`config.mk`:
```
export PLATFORM = sky130hd
export DESIGN_NAME = adder_feedback_decoder
export DESIGN_NICKNAME = d
export VERILOG_FILES = /design/src/rtl/adder_feedback_decoder.sv
export SDC_FILE = /design/constraint.sdc
export NUM_CORES = 1
export LEC_CHECK = 0
export CORE_MARGIN = 10
export CORE_UTILIZATION = 63
export DETAILED_ROUTE_END_ITERATION = 8
export DONT_BUFFER_PORTS = 1
export PLACE_DENSITY = 0.79
export SYNTH_ARGS = -nofsm -noshare
export SYNTH_HDL_FRONTEND = slang
export SYNTH_SLANG_ARGS = --single-unit
```
`constraint.sdc`:
```
create_clock -name clk -period 3.4 [get_ports clk]
set_input_delay 0 -clock clk [delete_from_list [all_inputs] [get_ports clk]]
set_output_delay 0 -clock clk [all_outputs]
set_load 0.01 [all_outputs]
```
`src/rtl/adder_feedback_decoder.sv`:
```
// adder_feedback_decoder: differentiator that undoes an adder-with-feedback
// accumulator. It turns a running-sum stream back into increments:
// out[k] = in[k] - in[k-1] (mod 2^WIDTH). Valid/ready is used on both sides,
// and the output stage is one register deep.
//
// state | meaning
// ------+-----------------------------------------------------------------
// SYNC  | no valid previous sum; the next accepted sum is taken as absolute
// RUN   | prev holds the last accepted sum and is subtracted from the next
module adder_feedback_decoder #(
    parameter int WIDTH     = 16,
    parameter int CNT_WIDTH = 8
) (
    input  logic                 clk,
    input  logic                 reset,
    input  logic [WIDTH-1:0]     in,
    input  logic                 in_valid,
    output logic                 in_ready,
    input  logic                 resync,
    output logic [WIDTH-1:0]     out,
    output logic                 out_valid,
    input  logic                 out_ready,
    output logic                 wrap_flag,
    output logic [CNT_WIDTH-1:0] sample_count
);

    typedef enum logic {
        SYNC = 1'b0,
        RUN  = 1'b1
    } state_t;

    state_t           state;
    state_t           state_next;
    logic [WIDTH-1:0] prev;
    logic [WIDTH-1:0] base;
    logic [WIDTH-1:0] diff;
    logic             borrow;
    logic             accept;

    // A full output stage can be drained and refilled in the same cycle.
    assign in_ready = !out_valid || out_ready;
    assign accept   = in_valid && in_ready;

    // State register.
    always_ff @(posedge clk or negedge reset) begin
        if (!reset) begin
            state <= SYNC;
        end else begin
            state <= state_next;
        end
    end

    // Next state. An accept always leaves the FSM in RUN, including an accept
    // that arrives together with resync. resync on its own re-arms SYNC.
    always_comb begin
        state_next = state;
        if (accept) begin
            state_next = RUN;
        end else if (resync) begin
            state_next = SYNC;
        end
    end

    // Subtraction base and difference, computed from the current state.
    always_comb begin
        base   = '0;
        if (state == RUN && !resync) begin
            base = prev;
        end
        diff   = in - base;
        borrow = (in < base);
    end

    // Output register, previous-sum register and the accepted-sample counter.
    always_ff @(posedge clk or negedge reset) begin
        if (!reset) begin
            out          <= '0;
            out_valid    <= 1'b0;
            wrap_flag    <= 1'b0;
            prev         <= '0;
            sample_count <= '0;
        end else if (accept) begin
            out          <= diff;
            wrap_flag    <= borrow;
            out_valid    <= 1'b1;
            prev         <= in;
            sample_count <= sample_count + 1'b1;
        end else if (out_valid && out_ready) begin
            out_valid    <= 1'b0;
        end
    end

endmodule

```
==> reports/summary.txt, run 1 <==
Hold Crit Start - out_ready
# DRC - 0
H-tree levels - 2
crit-path leading delay family - compound AO/OA/AOI/OAI gates
r2r worst-path depth - 9
gr usage total - 16.8%
vias - 2063
switching power total - 0.526 mW
Seq cells post-synth - 43
Area growth syn-to-layout - 14.1%
CTS root buffer - clkbuf_8
Yosys warnings - 0
Post-synth EDFFs - 0
Register Area - 1080 um2
vias in the first global route - 1995
placed cell areas - 2580 um2
Overflow after GRT - 0
die width - 83.4 um
LEAKAGE - 1.33 nW
Resize count post-CTS - 0
Place WS - 0.811 ns
combinational family with the most area after synthesis - simple AND/OR/NAND/NOR gates
Worst Hold Class - in2reg
CTS Buf Count - 5
post-synth top area share - 42.5%
Clk Latency, worst-skew pair - 0.30 ns
Relative slew margins - 58.4%
Post-Route WL - 5.90 mm
crit path launch type - flip-flop
Synth Area in Adders - 10.2%
share of layout cells above drive strength 1 - 6.45%
Setup-failing EPs final - 0
initial core utilization - 67.2%
Synth Area in Compound Gates - 16.2%
Ports - 48
VDD IR max - 0.240 mV
Synth Cell Area - 2530 um2
commonest register cell after synthesis - dfrtp_1
Crit Path Max Fanout - 16
row cnt - 22
Initial DRT Pass Iterations - 4
cell count after synthesis - 290
CP bufs+invs - 1
CTS tree - built
Placer Congestion - 0.882
FILL cells - 257
chip height - 83.4 um
Reg-to-Reg Start - state
Final Instance Area - 2890 um2
die area - 6960 um2
syn_nets - 331
min setup slack post-route - 0.774 ns
Clock Skews - 0.00753 ns
global-route wire length before repair - 9.87 mm
xor-xnor portion of the synthesized cell area - 5.19%
IO Port Bufs - 0
RSZ-0062 raised after global routing - false
TNS Setup - 0 ns
Nets - 350
Tmin final - 2.63 ns
critical path arrival - 2.78 ns
sequential share of the synthesized area - 42.5%
post-synth cell types - 41
combinational share of power - 23.3%
Worst EP required - 3.55 ns
Final Max Slew Viols - 0
crit-path most repeated cell - a221oi_2
Post-synth top cells - nand2_1, dfrtp_1, ha_1
antenna cell count - 0
Flop pwr share - 50.1%
CP max-delay cell - fa_1
Core Area - 3770 um2
Hold Path End - out_valid
crit path capture type - flip-flop
switch share - 34.8%
Synth Area in Simple Gates - 23.2%
Crit Reg-Reg Endpoint - out[14]
area occupied by multi-input gates - 1390 um2
Worst-path clk slew - 0.09 ns
Pint - 0.987 mW
Synth area leader - dfrtp_1
outcome - finished clean
HPWL Detailed - 4.31 mm
Detailed Route Iter0 Violations - 112
number of vias per cell - 5.76
initial antenna violation count - 0
Worst-Margin Slew - 0.622 ns
total power - 1.51 mW
Clock power frac - 26.7%
Crit path depth - 9
Power per Cell Area - 524 nW/um2
largest net degree at the start of global routing - 44
hold-critical path depth - 2
CP cell instances - nor2b_1, buf_4, nand2_1, fa_1, a21o_1, a221oi_2, nor3_1, a221oi_2, o311ai_0
mux cell area share after synthesis - 0%
CTS max path bufs - 2
Synth area leaders - dfrtp_1, nand2_1, ha_1
r2r setup slk - 0.77 ns
most common cell in the synthesized netlist - nand2_1
CTS Sinks - 43
crit path kind - reg2reg
ys async rst share - 100%
Mean Syn Cell Area - 8.74 um2
Max stage delay on crit path - 0.46 ns
Final Cycle Share - 77.2%
final hold viol count - 0
max cap viols - 0
DRT antenna net count - 0
WL/cell - 16.5 um
Fmax achieved - 381 MHz
area by class of cell:
| cell class | count | share of cell area [%] |
|---|---|---|
| Tap cell | 48 | 2.08 |
| Timing Repair Buffer | 22 | 7.71 |
| Multi-Input combinational cell | 229 | 48.1 |
| Clock buffer | 5 | 2.38 |
| Sequential cell | 43 | 37.2 |
| Clock inverter | 3 | 1.52 |
| Inverter | 8 | 1.04 |
metrics by stage:
stage               hold slack [ns]  utilization [%]  cells
floorplan                    -0.296                -    290
global placement             -0.294             68.3    331
detailed placement           -0.294             68.3    331
CTS                          0.0239             76.6    358
global route                 0.0315             76.6    358
finish                       0.0245             76.6    358
registers in the layout, summed over array words and instances (netlist names):
register      cells
out              16
sample_count      8
wrap_flag         1
prev             16
state             1
out_valid         1
cells by family (layout without fill, tap and decap cells):
| family | after synthesis | count (layout) |
|---|---|---|
| AND/OR/NAND/NOR | 135 | 135 |
| AO/OA/AOI/OAI | 59 | 59 |
| flip-flops | 43 | 43 |
| adder cells (fa/ha/maj) | 20 | 20 |
| buffers and inverters | 18 | 38 |
| XOR/XNOR | 15 | 15 |
routing by layer:
metal	GRT usage, %	vias up	wire length (um)
li1	-	1030	-
met1	20.9	968	2610
met2	27.0	58	2780
met3	5.66	7	440
met4	4.99	0	65
met5	0	-	0
placed cells by master (no fill, tap or decap), types with 2 or more instances in the layout:
master / synthesis / routed
nand3_1: 6 / 6
dfrtp_1: 43 / 43
nand4_1: 5 / 5
a221oi_2: 2 / 2
o21ai_0: 18 / 18
nor2_1: 7 / 7
buf_4: 0 / 3
dlygate4sd3_1: 0 / 18
inv_1: 8 / 8
clkbuf_8: 0 / 5
and2_1: 3 / 3
o31ai_1: 2 / 2
a21oi_1: 15 / 15
nor3_1: 4 / 4
ha_1: 19 / 19
nand2_1: 95 / 95
nand2b_1: 7 / 7
o211ai_1: 6 / 6
xnor2_1: 10 / 10
xor2_1: 5 / 5
a21o_1: 3 / 3
and3_1: 3 / 3
worst reg2reg max path, delay by kind of cell, from the launching register on:
family | cells | cell delay, ns
AO/OA/AOI/OAI | 4 | 1.03
adder cells (fa/ha/maj) | 1 | 0.46
AND/OR/NAND/NOR | 3 | 0.42
flip-flops | 1 | 0.32
buffers and inverters | 1 | 0.24
repair_timing:
item / CTS / global route
setup endpoints to repair: 0 / 0
hold buffers: 19 / 0
setup buffers: 0 / 0
hold endpoints to repair: 63 / 0
power groups by stage:
stage	combinational, mW	clock, mW	sequential, mW
2_1_floorplan	0.262	0	0.734
6_report	0.352	0.404	0.758
3_5_place_dp	0.321	0	0.773
4_1_cts	0.354	0.411	0.762
3_3_place_gp	0.310	0	0.767
5_1_grt	0.399	0.434	0.772
worst max path at each step:
stage                      from      end
after floorplan           state  out[14]
after global placement    state  out[14]
after detailed placement  state  out[14]
after CTS                 state  out[14]
after global routing      state  out[14]
final                     state  out[14]
Note: power is estimated with default switching activity, not from simulation.
==> run 2, diff against run 1 <==
--- a/config.mk
+++ b/config.mk
@@ -5,11 +5,12 @@
 export SDC_FILE = /design/constraint.sdc
 export NUM_CORES = 1
 export LEC_CHECK = 0
+export ABC_AREA = 1
 export CORE_MARGIN = 10
-export CORE_UTILIZATION = 63
+export CORE_UTILIZATION = 57
 export DETAILED_ROUTE_END_ITERATION = 8
 export DONT_BUFFER_PORTS = 1
-export PLACE_DENSITY = 0.79
+export PLACE_DENSITY = 0.75
 export SYNTH_ARGS = -nofsm -noshare
 export SYNTH_HDL_FRONTEND = slang
 export SYNTH_SLANG_ARGS = --single-unit
==> constraint.sdc (replaced) <==
create_clock -name clk -period 2.1 [get_ports clk]
set_input_delay 0 -clock clk [delete_from_list [all_inputs] [get_ports clk]]
set_output_delay 0 -clock clk [all_outputs]
set_load 0.01 [all_outputs]
==> reports/summary.txt, run 2 <==
FILL cells - 397
Hold Crit Start - in[15]
CTS Buf Count - 5
commonest non-fill, non-tap cell in the layout - nand2_1
Area growth syn-to-layout - 18.0%
r2r worst-path depth - 15
ys async rst share - 100%
Post-synth top cells - nand2_1, dfrtp_1, inv_1
Tmin final - 2.05 ns
Final Util - 69.0%
CTS tree - built
total power - 2.67 mW
Hold Path End - wrap_flag
Relative slew margins - 65.4%
r2r setup slk - 0.05 ns
most common cell in the synthesized netlist - nand2_1
die area - 7990 um2
vias in the first global route - 2310
Final Cycle Share - 97.6%
LEAKAGE - 1.74 nW
Post-Route WL - 6.78 mm
Max stage delay on crit path - 0.33 ns
Power per Cell Area - 824 nW/um2
# DRC - 0
Worst Hold Class - in2reg
Clk Latency, worst-skew pair - 0.30 ns
DRT antenna net count - 0
WL/cell - 14.7 um
Largest regs - out x16, prev x16, sample_count x8
CTS max path bufs - 2
antenna cell count - 0
syn_nets - 421
outcome - finished clean
Hold WS - 0.00687 ns
Reg-to-Reg Start - state
Mean Syn Cell Area - 7.22 um2
Yosys warnings - 0
crit-path leading delay family - simple AND/OR/NAND/NOR gates
Detailed Route Iter0 Violations - 90
max cap viols - 0
Fmax achieved - 488 MHz
Initial DRT Pass Iterations - 4
Placer Congestion - 0.859
gr usage total - 16.9%
commonest register cell after synthesis - dfrtp_1
share of layout cells above drive strength 1 - 12.3%
number of vias per cell - 5.23
Synth area leaders - dfrtp_1, nand2_1, ha_1
hold-critical path depth - 4
CTS Sinks - 43
Synth area leader - dfrtp_1
CTS root buffer - clkbuf_8
post-synth cell types - 28
Clock Skews - 0.0104 ns
critical path arrival - 2.29 ns
Seq cells post-synth - 43
H-tree levels - 2
post-synth top area share - 39.2%
crit-path most repeated cell - nand2_1
Worst-Margin Slew - 0.519 ns
row cnt - 25
final hold viol count - 0
largest net degree at the start of global routing - 44
Final Instance Area - 3240 um2
crit path kind - reg2reg
Worst EP required - 2.34 ns
CP cell instances - inv_1, nor2_4, inv_1, nor2_1, ha_1, inv_2, fa_2, nand2_1, nand2_1, and2_4, nand2_2, nand2_2, xor2_1, nand2_1, nand2_1
initial core utilization - 58.5%
sequential share of the synthesized area - 39.2%
crit path launch type - flip-flop
die width - 89.4 um
Synth Cell Area - 2750 um2
crit path capture type - flip-flop
chip height - 89.4 um
Final Max Slew Viols - 0
global-route wire length before repair - 10.8 mm
CP max-delay cell - dfrtp_1
Ports - 48
Worst-path clk slew - 0.09 ns
Overflow after GRT - 0
placed cell areas - 2800 um2
Setup-failing EPs final - 0
commonest cells after routing, fill and taps aside - nand2_1, dfrtp_1, inv_1
initial antenna violation count - 0
Crit Path Max Fanout - 3
CP bufs+invs - 3
vias - 2404
RSZ-0062 raised after global routing - true
Core Area - 4690 um2
Crit Reg-Reg Endpoint - out[8]
HPWL Detailed - 4.74 mm
VDD IR max - 0.413 mV
IO Port Bufs - 0
Nets - 446
TNS Setup - 0 ns
cell count after synthesis - 380
Post-synth EDFFs - 0
run 2: changes by cell type in the layout (fill, tap and decap cells not counted), sizes merged, moves of 4 or more:
cell and delta:
nand3 +15, o211ai -6, o21ai -12, a21oi -7
a21o -4, or2 +4, inv +40, nor2 +10
nand2 +88, nand2b -7
run 2: area by class of cell:
class | count | area (um2) | share of cell area, %
Clock buffer | 6 | 82.6 | 2.55
Clock inverter | 2 | 38.8 | 1.20
Inverter | 47 | 176 | 5.45
Multi-Input combinational cell | 282 | 1540 | 47.5
Sequential cell | 43 | 1080 | 33.2
Tap cell | 54 | 67.6 | 2.09
Timing Repair Buffer | 26 | 259 | 8.00
run 2: per-stage QoR:
stage	setup WS (ns)	std cells
5_1_grt	-0.0896	460
2_1_floorplan	0.0734	380
3_5_place_dp	0.0760	430
4_1_cts	0.0487	458
3_3_place_gp	0.103	430
6_report	0.0503	460
run 2: tightest hold or removal path, stage by stage:
cell,delay [ns]
ha_1,0.12
nor2_1,0.04
nand3_1,0.07
nand2_1,0.05
run 2: worst max-delay path by stage:
stage | cells past startpoint | to | slack, ns | startpoint
6_report | 15 | out[8] | 0.05 | state
5_1_grt | 15 | out[10] | -0.09 | state
4_1_cts | 13 | out[8] | 0.05 | state
3_5_place_dp | 13 | out[8] | 0.08 | state
3_3_place_gp | 12 | wrap_flag | 0.10 | state
2_1_floorplan | 13 | out[8] | 0.07 | state
run 2: power by group:
part           leakage (nW)  switching [mW]  internal, mW
sequential            0.527           0.234          1.01
clock                0.0618           0.301         0.391
combinational          1.15           0.429         0.305
run 2: repair_timing:
action                                  CTS  global route
setup buffers                             0             1
resized for setup                         0            21
endpoints found under the setup margin    0            12
hold endpoints to repair                 62             0
hold buffers                             20             0
run 2: logic make-up after synthesis:
group | share of synthesized area [%]
flops | 39.2
fa+ha+maj | 9.39
simple gates | 37.1
compound gates | 2.73
buf+inv | 8.11
xor+xnor | 3.51
run 2: routing by layer:
layer / wire [um] / up-vias / global-route usage [%]
li1: - / 1219 / -
met2: 3190 / 56 / 28.6
met3: 436 / 6 / 4.19
met5: 0 / - / 0
met4: 40 / 0 / 3.18
met1: 3110 / 1123 / 21.5
==> run 3, diff against run 2 <==
--- a/config.mk
+++ b/config.mk
@@ -7,10 +7,10 @@
 export LEC_CHECK = 0
 export ABC_AREA = 1
 export CORE_MARGIN = 10
-export CORE_UTILIZATION = 57
+export CORE_UTILIZATION = 64
 export DETAILED_ROUTE_END_ITERATION = 8
 export DONT_BUFFER_PORTS = 1
-export PLACE_DENSITY = 0.75
+export PLACE_DENSITY = 0.84
 export SYNTH_ARGS = -nofsm -noshare
 export SYNTH_HDL_FRONTEND = slang
 export SYNTH_SLANG_ARGS = --single-unit
==> constraint.sdc (replaced) <==
create_clock -name clk -period 2 [get_ports clk]
set_input_delay 0 -clock clk [delete_from_list [all_inputs] [get_ports clk]]
set_output_delay 0 -clock clk [all_outputs]
set_load 0.01 [all_outputs]
==> reports/summary.txt, run 3 (synthesized netlist as in run 2, its figures left out) <==
outcome - finished with violations
failing checks - setup timing
CTS Sinks - 43
Nets - 448
share of layout cells above drive strength 1 - 20.6%
CTS root buffer - clkbuf_8
antenna cell count - 0
commonest cells after routing, fill and taps aside - nand2_1, dfrtp_1, inv_1
crit path capture type - flip-flop
DRT antenna net count - 0
Final Cycle Share - 107%
CP cell instances - inv_2, nor2_4, inv_2, nor2_2, ha_2, inv_2, fa_2, nand2_2, nand2_2, nand3_1, nand2_2, or2_1, nand3_1, nand2_1
Worst EP required - 2.20 ns
CTS tree - built
hold-critical path depth - 4
WL/cell - 16.6 um
Placer Congestion - 0.874
vias in the first global route - 2428
Relative slew margins - 68.2%
CP bufs+invs - 3
commonest non-fill, non-tap cell in the layout - nand2_1
Final Instance Area - 3400 um2
r2r setup slk - -0.15 ns
Crit Reg-Reg Endpoint - out[6]
Hold Crit Start - in[15]
CTS Buf Count - 5
# DRC - 0
IO Port Bufs - 0
Max stage delay on crit path - 0.40 ns
initial core utilization - 67.2%
RSZ-0062 raised after global routing - true
Crit Path Max Fanout - 4
die width - 85.5 um
Worst-Margin Slew - 0.477 ns
total power - 2.76 mW
Flop pwr share - 47.6%
Pint - 1.67 mW
vias - 2607
Tmin final - 2.15 ns
global-route wire length before repair - 11.4 mm
Detailed Route Iter0 Violations - 201
largest net degree at the start of global routing - 44
Final Util - 83.1%
HPWL Detailed - 4.63 mm
combinational share of power - 31.6%
Met3 Wirelength - 682 um
CTS max path bufs - 2
Core Area - 4090 um2
Max Used Layer - met4
Reg-to-Reg Start - state
final hold viol count - 0
initial antenna violation count - 0
Post-Route WL - 7.60 mm
row cnt - 23
Initial DRT Pass Iterations - 5
placed cell areas - 2790 um2
Largest regs - out x16, prev x16, sample_count x8
Power per Cell Area - 811 nW/um2
r2r worst-path depth - 14
Worst-path clk slew - 0.09 ns
Setup-failing EPs final - 8
Ports - 48
number of vias per cell - 5.69
switching power total - 1.09 mW
crit path launch type - flip-flop
crit path kind - reg2reg
Post-Route M1 WL - 3.01 mm
Overflow after GRT - 0
Clock power frac - 20.8%
Worst Hold Class - in2reg
origin of the worst setup path - state
Hold Path End - wrap_flag
die area - 7310 um2
gr usage total - 18.6%
routed wl met2 - 3.74 mm
Clock Skews - 0.00807 ns
min setup slack post-route - -0.150 ns
crit-path leading delay family - simple AND/OR/NAND/NOR gates
critical path arrival - 2.35 ns
FILL cells - 239
VDD IR max - 0.539 mV
H-tree levels - 2
chip height - 85.5 um
Final Max Slew Viols - 0
switch share - 39.4%
Clk Latency, worst-skew pair - 0.31 ns
Fmax achieved - 465 MHz
LEAKAGE - 1.76 nW
max cap viols - 0
Area growth syn-to-layout - 23.7%
CP max-delay cell - fa_2
[run 3: worst max path at each step]
stage,endpoint,slack (ns),cells after the start
global placement,out[6],0.07,12
floorplan,out[8],0.06,15
CTS,out[15],0.004,13
global route,out[6],-0.26,14
detailed placement,out[6],-0.003,12
finish,out[6],-0.15,14
[run 3: stage by stage]
stage	setup TNS [ns]	instances	worst slack [ns]	hold WS, ns
finish	-0.755	458	-0.150	0.0116
global route	-2.17	458	-0.265	0.0177
CTS	0	454	0.00361	0.00193
detailed placement	-0.00257	426	-0.00257	-0.294
global placement	0	426	0.0703	-0.294
floorplan	0	380	0.0631	-0.296
[run 3: area by class of cell]
type | count | area (um2) | share of cell area, %
multi-input cells | 282 | 1710 | 50.4
inverters | 47 | 176 | 5.19
clock buffers | 5 | 68.8 | 2.03
clock inverters | 3 | 20.0 | 0.589
well taps | 50 | 62.6 | 1.84
flip-flops and latches | 43 | 1080 | 31.7
repair buffers | 28 | 282 | 8.29
[run 3: routing by layer]
metal,up-vias,GRT usage (%)
met5,-,0
met4,0,5.24
met3,20,5.30
met2,120,31.8
met1,1256,22.2
li1,1211,-
[run 3: timing repair]
| item | CTS | global route |
|---|---|---|
| resized for setup | 2 | 57 |
| buffers inserted | 0 | 4 |
| endpoints found under the setup margin | 8 | 13 |
| endpoints found under the hold margin | 62 | 0 |
| hold buffers | 20 | 0 |
| pin swaps | 0 | 13 |
[run 3: power by group through the flow]
| stage | combinational [mW] | sequential (mW) | clock, mW |
|---|---|---|---|
| 3_5_place_dp | 0.662 | 1.33 | 0 |
| 5_1_grt | 0.975 | 1.34 | 0.611 |
| 6_report | 0.870 | 1.31 | 0.575 |
| 4_1_cts | 0.724 | 1.31 | 0.570 |
| 2_1_floorplan | 0.546 | 1.27 | 0 |
| 3_3_place_gp | 0.634 | 1.32 | 0 |
[run 3: worst reg2reg max path: stages (launching register included)]
cell and delay, ns:
dfrtp_1 0.35, inv_2 0.04, nor2_4 0.12, inv_2 0.05, nor2_2 0.11, ha_2 0.19
inv_2 0.05, fa_2 0.41, nand2_2 0.09, nand2_2 0.07, nand3_1 0.10, nand2_2 0.10
or2_1 0.22, nand3_1 0.08, nand2_1 0.07
